$ cat config.mk
export PLATFORM = sky130hd
export DESIGN_NAME = reg_file_wb_arbiter
export DESIGN_NICKNAME = d
export VERILOG_FILES = /design/src/rtl/reg_file_wb_arbiter_pkg.sv /design/src/rtl/reg_file_wb_arbiter_hold_buf.sv /design/src/rtl/reg_file_wb_arbiter.sv
export SDC_FILE = /design/constraint.sdc
export NUM_CORES = 1
export LEC_CHECK = 0
export BUFFER_PORTS_ARGS = -buffer_cell sky130_fd_sc_hd__buf_2
export CAP_MARGIN = 20
export CORE_MARGIN = 2
export CORE_UTILIZATION = 58
export DETAILED_ROUTE_END_ITERATION = 6
export GPL_TIMING_DRIVEN = 0
export MAX_ROUTING_LAYER = met4
export PLACE_DENSITY_LB_ADDON = 0.3
export SLEW_MARGIN = 20
export SYNTH_ARGS = -nofsm -noshare
export SYNTH_HDL_FRONTEND = slang
export SYNTH_SLANG_ARGS = --single-unit
$ cat constraint.sdc
create_clock -name clk -period 4.1 [get_ports clk]
set_input_delay 1.23 -clock clk [delete_from_list [all_inputs] [get_ports clk]]
set_output_delay 1.23 -clock clk [all_outputs]
set_load 0.005 [all_outputs]
$ cat src/rtl/reg_file_wb_arbiter_pkg.sv
// Shared definitions for the register-file writeback path.
package rf_pkg;

   localparam int unsigned RF_ADDR_W = 5;
   localparam int unsigned RF_DATA_W = 32;
   localparam int unsigned RF_NREG   = 32;

   typedef struct packed {
      logic [RF_ADDR_W-1:0] addr;
      logic [RF_DATA_W-1:0] data;
   } wb_req_t;

   typedef enum logic {
      REQ_A = 1'b0,
      REQ_B = 1'b1
   } req_id_e;

endpackage

$ cat src/rtl/reg_file_wb_arbiter_hold_buf.sv
// One-entry writeback holding buffer with valid/ready intake.
// A pop and a new load on the same edge leave the buffer full with the new entry.
module wb_hold_buf
   import rf_pkg::*;
#(
   parameter int unsigned ADDR_W = RF_ADDR_W,
   parameter int unsigned DATA_W = RF_DATA_W
) (
   input  logic              clk,
   input  logic              rst_n,
   input  logic              i_valid,
   output logic              o_ready,
   input  logic [ADDR_W-1:0] i_addr,
   input  logic [DATA_W-1:0] i_data,
   input  logic              i_pop,
   output logic              o_load,
   output logic              o_full,
   output logic [ADDR_W-1:0] o_addr,
   output logic [DATA_W-1:0] o_data
);

   logic              r_full;
   logic [ADDR_W-1:0] r_addr;
   logic [DATA_W-1:0] r_data;
   logic              w_load;

   // Ready is held low while in reset; otherwise free when empty or draining.
   assign o_ready = rst_n & (~r_full | i_pop);
   assign w_load  = i_valid & o_ready;
   assign o_load  = w_load;
   assign o_full  = r_full;
   assign o_addr  = r_addr;
   assign o_data  = r_data;

   // Entry storage: capture on transfer, empty on pop.
   always_ff @(posedge clk or negedge rst_n) begin
      if (!rst_n) begin
         r_full <= 1'b0;
         r_addr <= '0;
         r_data <= '0;
      end else if (w_load) begin
         r_full <= 1'b1;
         r_addr <= i_addr;
         r_data <= i_data;
      end else if (i_pop) begin
         r_full <= 1'b0;
      end
   end

endmodule

$ cat src/rtl/reg_file_wb_arbiter.sv
// Two-requester writeback arbiter in front of the register-file write port.
// A = ALU result, B = memory load; entries drain oldest-first into a
// registered write stage, and busy_mask flags every pending destination.
module reg_file_wb_arbiter
   import rf_pkg::*;
#(
   parameter int unsigned DATA_W       = RF_DATA_W,
   parameter int unsigned ADDR_W       = RF_ADDR_W,
   parameter int unsigned NREG         = RF_NREG,
   parameter bit          ZERO_DISCARD = 1'b0
) (
   input  logic              clk,
   input  logic              rst_n,
   input  logic              a_valid,
   output logic              a_ready,
   input  logic [ADDR_W-1:0] a_addr,
   input  logic [DATA_W-1:0] a_data,
   input  logic              b_valid,
   output logic              b_ready,
   input  logic [ADDR_W-1:0] b_addr,
   input  logic [DATA_W-1:0] b_data,
   output logic              wr,
   output logic [ADDR_W-1:0] addr3,
   output logic [DATA_W-1:0] data3,
   output logic [NREG-1:0]   busy_mask
);

   logic              w_full_a, w_full_b;
   logic              w_load_a, w_load_b;
   logic [ADDR_W-1:0] w_addr_a, w_addr_b;
   logic [DATA_W-1:0] w_data_a, w_data_b;
   logic              w_drop_a, w_drop_b;
   logic              w_elig_a, w_elig_b;
   logic              w_grant_a, w_grant_b;
   logic              w_tied_grant;
   logic              w_pop_a, w_pop_b;

   logic              r_tie;
   req_id_e           r_old;
   req_id_e           r_rr;
   logic              r_wr;
   logic [ADDR_W-1:0] r_addr3;
   logic [DATA_W-1:0] r_data3;

   wb_hold_buf #(.ADDR_W(ADDR_W), .DATA_W(DATA_W)) u_hold_a (
      .clk     (clk),
      .rst_n   (rst_n),
      .i_valid (a_valid),
      .o_ready (a_ready),
      .i_addr  (a_addr),
      .i_data  (a_data),
      .i_pop   (w_pop_a),
      .o_load  (w_load_a),
      .o_full  (w_full_a),
      .o_addr  (w_addr_a),
      .o_data  (w_data_a)
   );

   wb_hold_buf #(.ADDR_W(ADDR_W), .DATA_W(DATA_W)) u_hold_b (
      .clk     (clk),
      .rst_n   (rst_n),
      .i_valid (b_valid),
      .o_ready (b_ready),
      .i_addr  (b_addr),
      .i_data  (b_data),
      .i_pop   (w_pop_b),
      .o_load  (w_load_b),
      .o_full  (w_full_b),
      .o_addr  (w_addr_b),
      .o_data  (w_data_b)
   );

   // Register-0 entries are dropped outside arbitration so they never
   // block or reorder the other requester.
   assign w_drop_a = ZERO_DISCARD && w_full_a && (w_addr_a == '0);
   assign w_drop_b = ZERO_DISCARD && w_full_b && (w_addr_b == '0);
   assign w_elig_a = w_full_a & ~w_drop_a;
   assign w_elig_b = w_full_b & ~w_drop_b;

   assign w_pop_a  = w_grant_a | w_drop_a;
   assign w_pop_b  = w_grant_b | w_drop_b;

   // Grant selection: single candidate wins; two candidates go by age, or rr on a tie.
   always_comb begin
      w_grant_a    = 1'b0;
      w_grant_b    = 1'b0;
      w_tied_grant = 1'b0;
      if (w_elig_a && w_elig_b) begin
         w_tied_grant = r_tie;
         if ((r_tie ? r_rr : r_old) == REQ_A) begin
            w_grant_a = 1'b1;
         end else begin
            w_grant_b = 1'b1;
         end
      end else begin
         w_grant_a = w_elig_a;
         w_grant_b = w_elig_b;
      end
   end

   // Age tracking: the most recently loaded buffer is the younger one, so
   // whenever both are full the other buffer is older; equal-edge loads mark a tie.
   always_ff @(posedge clk or negedge rst_n) begin
      if (!rst_n) begin
         r_tie <= 1'b0;
         r_old <= REQ_A;
         r_rr  <= REQ_A;
      end else begin
         if (w_tied_grant) begin
            r_rr <= (r_rr == REQ_A) ? REQ_B : REQ_A;
         end
         if (w_load_a && w_load_b) begin
            r_tie <= 1'b1;
         end else if (w_load_a) begin
            r_tie <= 1'b0;
            r_old <= REQ_B;
         end else if (w_load_b) begin
            r_tie <= 1'b0;
            r_old <= REQ_A;
         end
      end
   end

   // Write stage: one-cycle write pulse; address and data hold when idle.
   always_ff @(posedge clk or negedge rst_n) begin
      if (!rst_n) begin
         r_wr    <= 1'b0;
         r_addr3 <= '0;
         r_data3 <= '0;
      end else if (w_grant_a || w_grant_b) begin
         r_wr    <= 1'b1;
         r_addr3 <= w_grant_b ? w_addr_b : w_addr_a;
         r_data3 <= w_grant_b ? w_data_b : w_data_a;
      end else begin
         r_wr    <= 1'b0;
      end
   end

   assign wr    = r_wr;
   assign addr3 = r_addr3;
   assign data3 = r_data3;

   // Pending-write scoreboard over both held entries and the write stage.
   always_comb begin
      busy_mask = '0;
      if (w_elig_a) busy_mask[w_addr_a] = 1'b1;
      if (w_elig_b) busy_mask[w_addr_b] = 1'b1;
      if (r_wr)     busy_mask[r_addr3]  = 1'b1;
   end

endmodule

==> results of run 1 <==
layer usage:
| metal | share of wire, % | track usage (%) |
|---|---|---|
| met5 | 0 | - |
| met4 | 1.7 | 8.76 |
| met3 | 7.5 | 6.68 |
| met2 | 50 | 48.1 |
| met1 | 41 | 39.4 |
cell type report:
type,instances,area (um2)
multi-input combinational,331,2770
tap,133,166
sequential,117,2930
fill,661,2380
clock buffer,18,418
clock inverter,14,166
timing repair buffer,150,779
buffer,42,234
inverter,7,26.3
flip-flops by register name, summed over array words and instances, names as in the netlist:
| signal | flops |
|---|---|
| addr3 | 5 |
| data3 | 32 |
| r_old | 1 |
| r_rr | 1 |
| r_tie | 1 |
| u_hold_a.o_addr | 5 |
| u_hold_a.o_data | 32 |
| u_hold_a.o_full | 1 |
| u_hold_b.o_addr | 5 |
| u_hold_b.o_data | 32 |
| u_hold_b.o_full | 1 |
| wr | 1 |
layout by cell type (no fill, tap or decap), types with 2 or more instances in the layout:
| cell | Yosys | routed |
|---|---|---|
| a22oi_1 | 28 | 28 |
| ha_1 | 2 | 2 |
| bufinv_16 | 0 | 2 |
| a222oi_1 | 4 | 4 |
| and2_1 | 39 | 39 |
| buf_2 | 6 | 154 |
| and3b_1 | 15 | 15 |
| buf_4 | 5 | 5 |
| mux2_1 | 3 | 3 |
| inv_6 | 0 | 5 |
| buf_6 | 5 | 6 |
| dfrtp_1 | 117 | 117 |
| nor3_1 | 3 | 3 |
| nor3b_2 | 1 | 3 |
| o221a_2 | 37 | 37 |
| clkbuf_1 | 22 | 23 |
| and3_1 | 6 | 6 |
| a211o_1 | 37 | 37 |
| inv_8 | 0 | 3 |
| mux2_2 | 64 | 64 |
| nand2_1 | 63 | 63 |
| clkinvlp_4 | 0 | 2 |
| buf_1 | 2 | 2 |
| mux2_4 | 10 | 10 |
| clkbuf_16 | 0 | 16 |
| nor3b_1 | 11 | 9 |
| inv_1 | 7 | 7 |
power breakdown:
part	internal, W	switching [W]	total, W
Sequential	0.00137	0.000185	0.00156
Clock	0.000886	0.000592	0.00148
Combinational	0.000451	0.000381	0.000831
synth_stat cells:
cell type and count:
a211o_1 37, mux2_1 3, ha_1 2, nor3b_1 11, buf_4 5, dfrtp_1 117
mux2i_2 1, xnor2_1 1, clkbuf_1 22, nor3_1 3, and2_4 1, and3_1 6
a21oi_4 1, buf_6 5, o221a_2 37, nor3b_2 1, o21ai_2 1, mux2_2 64
a22oi_1 28, nand2_2 1, buf_1 2, clkbuf_2 1, or2_2 1, a222oi_1 4
buf_8 1, inv_1 7, and3b_1 15, and2_1 39, a21oi_2 1, buf_2 6
nand2_1 63, mux2_4 10
stage by stage:
stage / setup slack (ps) / setup TNS [ps]
final: 483 / 0
after global routing: 382 / 0
after CTS: 445 / 0
after detailed placement: 542 / 0
after global placement: -823 / -41330
after floorplan: 1520 / 0
how the worst max path moves through the flow:
stage / depth (start not counted) / slack (ps) / endpoint / start
3_5_place_dp: 4 / 540 / a_ready / rst_n
2_1_floorplan: 1 / 1520 / a_ready / rst_n
4_1_cts: 5 / 440 / busy_mask[20] / u_hold_a.o_full
5_1_grt: 5 / 380 / busy_mask[4] / u_hold_b.o_full
6_report: 5 / 480 / busy_mask[4] / u_hold_b.o_full
3_3_place_gp: 7 / -820 / r_old / rst_n
worst max-delay path, stage by stage (launching register included):
cell,delay (ps)
dfrtp_1,500
clkbuf_2,280
nor3b_2,630
a222oi_1,260
inv_1,100
buf_2,110
cells by family after synthesis:
logic type,share of synthesized area (%)
AND/OR/NAND/NOR,13.1
flip-flops,49.2
AO/OA/AOI/OAI,17.2
adder cells (fa/ha/maj),0.421
multiplexers,15.4
buffers and inverters,4.38
XOR/XNOR,0.147
==> flow_metrics.py, run 1 <==
metrics = {
    "cts": {
        "cts_tree": "yes",
        "numCtsBuffers": 17,
        "ctsResizeCount": 0,
        "cts.sinks": 117,
        "htreeDepth": 4,
        "cts.clk_slew.worst_paths_ps": 60,
        "post-cts-setup-buffers": 0,
        "clock_latency_ps": 510,
        "clock-root-buffer": "clkbuf_8",
        "cts-hold-fix-buffers": 0,
        "clockBufferDepth": 2,
    },
    "drt": {
        "routedWlPerCell_um": 20.0,
        "drt-initial-drc-count": 338,
        "firstDrtPassIters": 6,
        "ant_nets": 0,
        "wl_um": 16200,
        "drc": 0,
        "dr_total_vias": 4944,
        "vias_per_cell": 6.09,
    },
    "sta": {
        "hold_viol": 0,
        "rsz0062_at_grt": "false",
        "setup_viol": 0,
        "tightest_slew_ps": 703,
        "max_slew_margin_pct": 52.9,
        "fin_crit_sh_pct": 88.2,
        "slew_violations": 0,
        "holdWs_ps": 497,
        "max_freq_mhz": 276,
        "post-route-min-period_ps": 3620,
        "skew_ps": 5.62,
    },
    "synthesis": {
        "synthesis.nets": 577,
        "netlist_instances": 497,
        "ys_ff_latch": 117,
        "synthTopCellsByArea": "dfrtp_1 (49%), mux2_2 (12%), o221a_2 (7.0%)",
        "postSynthAreaPerCell_um2": 12.0,
        "synth_top_area_share_pct": 49.2,
        "ys_seq_area_share_pct": 49.2,
        "yosysWarnings": 0,
        "synthesis.area_mm2": 0.00595,
        "synth_largest_area_cell": "dfrtp_1",
        "synth_cell_types": 32,
    },
    "setup_path": {
        "required_ps": 2870,
        "critPathLaunchType": "flop",
        "cp-end-kind": "primary output",
        "crit_arrival_ps": 2390,
        "cp_max_fo": 10,
        "r2r_start": "r_tie",
        "criticalPathCategory": "flop to primary output",
        "rr_endpoint": "r_old",
        "rr_worst_depth": 6,
        "r2r_slack_ps": 2040,
    },
    "placement": {
        "dpl-instance-area_mm2": 0.00690,
        "dp_hpwl_um": 10700,
        "dp_cells": 780,
        "port_buffers": 149,
        "gp_congestion": 0.853,
    },
    "grt": {
        "grt_usage_pct": 30.3,
        "grt-ovfl-total": 0,
        "antenna_found_initial": 0,
        "grt_pass1_vias": 4944,
        "grt_max_degree": 83,
        "grt_pass1_wl_um": 25400,
    },
    "power": {
        "p_total_w": 0.00387,
        "p_per_area_mw_per_mm2": 517,
        "p_leak_nw": 3.70,
        "irDropWorstVdd_uv": 329,
    },
    "min_path": {
        "hold_depth": 1,
        "min-delay-start": "u_hold_a.o_data[0]",
        "hold_path.class": "flop to flop",
        "holdPathEnd": "u_hold_a.o_data[0]",
    },
    "floorplanning": {
        "die_area_mm2": 0.0111,
        "fp.dieW_um": 105,
        "core_area_mm2": 0.00986,
        "rows": 36,
        "dieHeight_um": 105,
        "io_pins": 150,
        "start_util_pct": 60.3,
    },
    "job": {
        "drv_cap": 0,
    },
    "cells_and_area": {
        "stdcell_count": 812,
        "drive_above_1_share_pct": 47.1,
        "final_area_mm2": 0.00749,
        "diodes": 0,
        "syn2layout_area_growth_pct": 25.9,
        "fin_nets": 746,
        "final_core_util_pct": 75.9,
    },
    "outcome": {
        "status": "finished clean",
    },
}
No activity file was read; power rests on OpenSTA's default activity.
==> run 2, diff against run 1 <==
--- a/config.mk
+++ b/config.mk
@@ -8,7 +8,7 @@
 export BUFFER_PORTS_ARGS = -buffer_cell sky130_fd_sc_hd__buf_2
 export CAP_MARGIN = 20
 export CORE_MARGIN = 2
-export CORE_UTILIZATION = 58
+export CORE_UTILIZATION = 54
 export DETAILED_ROUTE_END_ITERATION = 6
 export GPL_TIMING_DRIVEN = 0
 export MAX_ROUTING_LAYER = met4
@@ -16,4 +16,5 @@
 export SLEW_MARGIN = 20
 export SYNTH_ARGS = -nofsm -noshare
 export SYNTH_HDL_FRONTEND = slang
+export SYNTH_HIERARCHICAL = 1
 export SYNTH_SLANG_ARGS = --single-unit
==> constraint.sdc (replaced) <==
create_clock -name clk -period 3.7 [get_ports clk]
set_input_delay 1.11 -clock clk [delete_from_list [all_inputs] [get_ports clk]]
set_output_delay 1.11 -clock clk [all_outputs]
set_load 0.005 [all_outputs]
==> run 2 against run 1 <==
  * Die area rose by 12%
  * Total power rose by 86%
  * Synthesized area rose by 4.7%
  * Sequential share of layout area fell by 1.6 points
  * Count of clock-buffer cells in the layout rose by 3
  * Global-route usage fell by 1.9 points
  * Critical path depth rose by 2
  * Register-to-register slack got worse by 1300 ps
  * Clock skew rose by 3.3 ps
  * Wire length rose by 3.7%
==> flow_metrics.py, run 2 <==
metrics = {
    "outcome": {
        "status": "finished clean",
    },
    "sta": {
        "rsz0062_at_grt": "false",
        "hold_viol": 0,
        "post-route-min-period_ps": 3450,
        "max_freq_mhz": 290,
        "postLayoutSetupSlackWorst_ps": 252,
        "fin_crit_sh_pct": 93.2,
        "max_slew_margin_pct": 48.4,
        "slew_violations": 0,
        "setup_viol": 0,
        "tightest_slew_ps": 771,
        "skew_ps": 8.88,
    },
    "cells_and_area": {
        "layout.cells.most_common": "buf_2",
        "mostFrequentLayoutCells": "buf_2 (164), dfrtp_1 (117), nand2_1 (97)",
        "fin_nets": 785,
        "drive_above_1_share_pct": 40.8,
        "seqCellArea_mm2": 0.00293,
        "syn2layout_area_growth_pct": 25.2,
        "n_fill_cell": 866,
        "multi_input_area_mm2": 0.00297,
        "final_area_mm2": 0.00779,
        "diodes": 0,
        "stdcell_count": 861,
    },
    "cts": {
        "clockBufferDepth": 2,
        "ctsResizeCount": 0,
        "cts.sinks": 117,
        "cts.clk_slew.worst_paths_ps": 50,
        "numCtsBuffers": 17,
        "cts_tree": "yes",
        "post-cts-setup-buffers": 0,
        "clock-root-buffer": "clkbuf_16",
        "clock_latency_ps": 420,
        "htreeDepth": 4,
        "cts-hold-fix-buffers": 0,
    },
    "grt": {
        "grt_pass1_vias": 5218,
        "grt_pass1_wl_um": 26800,
        "gr-usage-met2_pct": 44.4,
        "groute.layer.met1.usage_pct": 36.6,
        "grt_max_degree": 62,
        "antenna_found_initial": 0,
        "busiest_layer": "met2",
        "grt-ovfl-total": 0,
        "grt_usage_pct": 28.4,
        "grt_util_met3_pct": 7.13,
    },
    "setup_path": {
        "cp_max_fo": 10,
        "critPathBufInv": 4,
        "path_cells": "buf_2, buf_2, clkbuf_1, a21boi_1, nand2b_4, and2_1, buf_2",
        "critPathLaunchType": "flop",
        "crit_family": "buffers and inverters",
        "rr_endpoint": "r_old",
        "required_ps": 2590,
        "critPathSlowestCell": "clkbuf_1",
        "r2r_slack_ps": 730,
        "crit_arrival_ps": 2340,
        "criticalPathCategory": "flop to primary output",
        "r2r_start": "u_hold_a/o_full",
        "crit_top_cell": "buf_2",
        "rr_worst_depth": 11,
        "slowest_delay_ps": 450,
        "cp-end-kind": "primary output",
    },
    "drt": {
        "drt-initial-drc-count": 410,
        "firstDrtPassIters": 7,
        "wl_um": 16800,
        "vias_per_cell": 5.89,
        "routedWlPerCell_um": 19.6,
        "drc": 0,
        "dr_total_vias": 5075,
        "ant_nets": 0,
    },
    "placement": {
        "port_buffers": 149,
        "dp_cells": 829,
        "dp_hpwl_um": 11200,
        "dpl-instance-area_mm2": 0.00719,
        "pre_cts_slack_ps": 272,
        "gp_congestion": 0.888,
    },
    "synthesis": {
        "synthesis.nets": 616,
        "synth-async-reset-ratio_pct": 100,
        "ys_ff_latch": 117,
        "postSynthAreaPerCell_um2": 11.6,
        "yosysWarnings": 6,
        "synth_top_area_share_pct": 47.0,
        "synth_largest_area_cell": "dfrtp_1",
        "synth-edff-count": 0,
        "synthesis.area_mm2": 0.00623,
        "ys_top_cells_by_count": "dfrtp_1 (117), nand2_1 (97), mux2_2 (38), mux2_4 (38), mux2i_1 (38)",
        "ys.flop_type": "dfrtp_1",
        "synth_most_common_cell": "dfrtp_1",
        "ys_seq_area_share_pct": 47.0,
        "synth_cell_types": 30,
        "netlist_instances": 536,
        "synthTopCellsByArea": "dfrtp_1 (47%), mux2_4 (9.2%), mux2_2 (6.9%)",
    },
    "floorplanning": {
        "core_area_mm2": 0.0113,
        "rows": 39,
        "fp.dieW_um": 111,
        "start_util_pct": 55.0,
        "dieHeight_um": 111,
        "io_pins": 150,
        "die_area_mm2": 0.0124,
    },
    "power": {
        "power.share.clock_pct": 23.6,
        "swShare_pct": 36.6,
        "switchingPower_w": 0.00263,
        "p_per_area_mw_per_mm2": 921,
        "comb_power_share_pct": 42.6,
        "p_int_w": 0.00455,
        "pwr-share-seq_pct": 33.8,
        "p_leak_nw": 3.88,
        "irDropWorstVdd_uv": 514,
    },
    "job": {
        "drv_cap": 0,
    },
    "min_path": {
        "holdPathEnd": "r_rr",
        "hold_depth": 1,
        "hold_path.class": "flop to flop",
        "min-delay-start": "r_rr",
    },
}
==> run 2: final cells by class <==
| cell class | count | share of cell area (%) |
|---|---|---|
| plain buffers | 46 | 3.93 |
| clock buffers | 21 | 5.91 |
| clock inverters | 11 | 1.91 |
| inverters | 6 | 0.289 |
| multi-input cells | 367 | 38.1 |
| flip-flops and latches | 117 | 37.6 |
| well taps | 143 | 2.30 |
| repair buffers | 150 | 10.0 |
==> run 2: worst max-delay path by stage <==
stage	slack (ps)	depth (start not counted)	start	to
after global placement	-1090	8	rst_n	r_old
final	250	7	u_hold_a/o_full	b_ready
after floorplan	1200	6	u_hold_a/o_full	a_ready
after CTS	230	7	u_hold_a/o_full	b_ready
after detailed placement	270	9	rst_n	r_old
after global routing	50	7	u_hold_a/o_full	b_ready
==> run 2: power by group through the flow <==
stage	combinational [W]	sequential (W)	clock, W
after global routing	0.00333	0.00249	0.00178
after detailed placement	0.00303	0.00242	0
final	0.00306	0.00243	0.00169
after CTS	0.00306	0.00241	0.00172
after floorplan	0.00216	0.00228	0
after global placement	0.00293	0.00239	0
==> run 2: per-layer routing <==
metal  wire length, um  up-vias
met5                 0        -
met4               318        0
met3              1150       31
met2              8280      241
met1              7090     2486
li1                  -     2317
==> run 2: stage by stage <==
stage	hold slack (ps)	power [W]	util, %	setup TNS [ps]
floorplan	446	0.00444	-	0
global placement	465	0.00531	63.2	-56710
detailed placement	472	0.00545	63.5	0
CTS	481	0.00719	68.9	0
global route	497	0.00761	68.9	0
finish	481	0.00718	68.9	0
==> run 2: cells by family after synthesis <==
group,synth area share [%]
flip-flops,47.0
multiplexers,22.1
buffers and inverters,5.28
AND/OR/NAND/NOR,12.0
AO/OA/AOI/OAI,13.1
XOR/XNOR,0.141
adder cells (fa/ha/maj),0.402
==> run 3, diff against run 2 <==
--- a/config.mk
+++ b/config.mk
@@ -12,7 +12,9 @@
 export DETAILED_ROUTE_END_ITERATION = 6
 export GPL_TIMING_DRIVEN = 0
 export MAX_ROUTING_LAYER = met4
-export PLACE_DENSITY_LB_ADDON = 0.3
+export PLACE_DENSITY = 0.79
+export RECOVER_POWER = 50
+export REMOVE_ABC_BUFFERS = 1
 export SLEW_MARGIN = 20
 export SYNTH_ARGS = -nofsm -noshare
 export SYNTH_HDL_FRONTEND = slang
==> run 3 against run 2 <==
  * Clock skew rose by 1.8 ps
  * Die area did not move
  * Count of clock-buffer cells in the layout fell by 1
  * Largest cell class unchanged
  * Critical path type unchanged
  * Sequential share of layout area rose by 0.43 points
  * Wire length fell by 5.8%
  * Cell area fell by 0.87%
  * Via count fell by 2.0%
==> flow_metrics.py, run 3 (synthesized netlist as in run 2, its figures left out) <==
metrics = {
    "outcome": {
        "status": "finished clean",
    },
    "floorplanning": {
        "dieHeight_um": 111,
        "fp.dieW_um": 111,
        "start_util_pct": 55.0,
        "core_area_mm2": 0.0113,
        "die_area_mm2": 0.0124,
        "rows": 39,
        "io_pins": 150,
    },
    "power": {
        "p_leak_nw": 3.81,
        "comb_power_share_pct": 40.3,
        "pwr-share-seq_pct": 35.3,
        "switchingPower_w": 0.00254,
        "p_int_w": 0.00460,
        "power.share.clock_pct": 24.4,
        "p_per_area_mw_per_mm2": 925,
        "irDropWorstVdd_uv": 537,
        "p_total_w": 0.00715,
        "swShare_pct": 35.6,
    },
    "grt": {
        "grt_max_degree": 82,
        "grt_pass1_vias": 5076,
        "grt_usage_pct": 27.0,
        "grt-ovfl-total": 0,
        "grt_pass1_wl_um": 25900,
        "antenna_found_initial": 0,
    },
    "cells_and_area": {
        "drive_above_1_share_pct": 40.6,
        "layout.cells.most_common": "buf_2",
        "syn2layout_area_growth_pct": 24.1,
        "final_area_mm2": 0.00773,
        "mostFrequentLayoutCells": "buf_2 (148), dfrtp_1 (115), nand2_1 (97)",
        "n_fill_cell": 840,
        "fin_nets": 749,
        "diodes": 0,
    },
    "sta": {
        "slew_violations": 0,
        "tightest_slew_ps": 1240,
        "skew_ps": 10.7,
        "hold_viol": 0,
        "post-route-min-period_ps": 3420,
        "max_slew_margin_pct": 17.3,
        "max_freq_mhz": 293,
        "fin_crit_sh_pct": 92.3,
        "rsz0062_at_grt": "false",
        "setup_viol": 0,
    },
    "cts": {
        "clock_latency_ps": 410,
        "htreeDepth": 4,
        "cts.clk_slew.worst_paths_ps": 50,
        "cts.sinks": 117,
        "cts-hold-fix-buffers": 0,
        "numCtsBuffers": 17,
        "clockBufferDepth": 2,
        "clock-root-buffer": "clkbuf_16",
        "cts_tree": "yes",
    },
    "drt": {
        "dr_total_vias": 4972,
        "vias_per_cell": 6.03,
        "firstDrtPassIters": 7,
        "routedWlPerCell_um": 19.2,
        "drt-initial-drc-count": 451,
        "wl_um": 15900,
        "ant_nets": 0,
        "drc": 0,
    },
    "setup_path": {
        "cp_max_fo": 18,
        "criticalPathCategory": "flop to primary output",
        "slowest_delay_ps": 380,
        "required_ps": 2590,
        "critPathLaunchType": "flop",
        "crit_arrival_ps": 2310,
        "path_cells": "mux2i_1, buf_8, buf_16, nand2b_4, and2_1, nand2b_4, and2_1, buf_2",
        "cp-end-kind": "primary output",
        "critPathSlowestCell": "dfrtp_1",
    },
    "placement": {
        "dpl-instance-area_mm2": 0.00712,
        "port_buffers": 149,
        "dp_hpwl_um": 10300,
        "gp_congestion": 0.894,
    },
    "min_path": {
        "hold_path.class": "flop to flop",
    },
    "job": {
        "drv_cap": 0,
    },
}
==> run 3: changes by cell type in the layout (fill, tap and decap cells not counted), sizes merged <==
cell      previous run  this run
inv                  8         6
clkinv               3         4
buf                183       159
clkinvlp             3         4
clkbuf              34        21
bufinv               3         4
==> run 3: path summary, 6_finish.rpt <==
| path | start | end | slack, ps | cells past startpoint |
|---|---|---|---|---|
| worst max-delay path | r_tie | a_ready | 280 | 8 |
| worst min-delay path | r_rr | r_rr | 490 | 1 |
| worst max register to register | r_tie | r_old | 790 | 11 |
| worst min register to register | r_rr | r_rr | 490 | 1 |
| max in group asynchronous | rst_n | u_hold_b/o_full | 2350 | 2 |
| min in group asynchronous | rst_n | u_hold_a/o_data[8] | 610 | 1 |
==> run 3: metrics by stage <==
| stage | util [%] | hold slack [ps] | instances | TNS (ps) | setup slack [ps] |
|---|---|---|---|---|---|
| after floorplan | - | 446 | 490 | -43890 | -1360 |
| after global placement | 60.5 | 461 | 782 | -288070 | -3670 |
| after detailed placement | 62.9 | 496 | 792 | 0 | 72.3 |
| after CTS | 68.6 | 509 | 825 | 0 | 236 |
| after global routing | 68.3 | 530 | 825 | 0 | 184 |
| final | 68.3 | 493 | 825 | 0 | 284 |
==> run 3: area by class of cell <==
type | instances | area, um2 | area share [%]
multi-input combinational | 367 | 2980 | 38.5
sequential | 117 | 2940 | 38.0
timing repair buffer | 160 | 978 | 12.7
clock buffer | 20 | 457 | 5.91
tap | 143 | 179 | 2.32
clock inverter | 12 | 178 | 2.30
inverter | 6 | 22.5 | 0.291
==> run 3: power groups by stage <==
stage / Sequential (W) / Combinational [W] / Clock (W)
finish: 0.00253 / 0.00288 / 0.00174
global route: 0.00261 / 0.00313 / 0.00183
CTS: 0.00251 / 0.00291 / 0.00177
detailed placement: 0.00252 / 0.00288 / 0
global placement: 0.00261 / 0.00253 / 0
floorplan: 0.00247 / 0.00184 / 0
==> run 3: worst max-delay path, delay by kind of cell (launching register included) <==
kind	cells	cell delay (ps)
buf+inv	3	490
mux	1	320
flops	1	380
simple gates	4	710
==> run 3: what timing repair did <==
action                                  4_1_cts  5_1_grt
gates resized for setup                       1        0
endpoints found under the hold margin         0        0
endpoints found under the setup margin        1        0
buffers inserted                              1        0
==> run 3: per-layer routing <==
metal / part of all wire, % / track usage [%]
met1: 41 / 32.5
met3: 9.2 / 8.33
met4: 1.2 / 9.05
met2: 49 / 43.5
met5: 0 / -
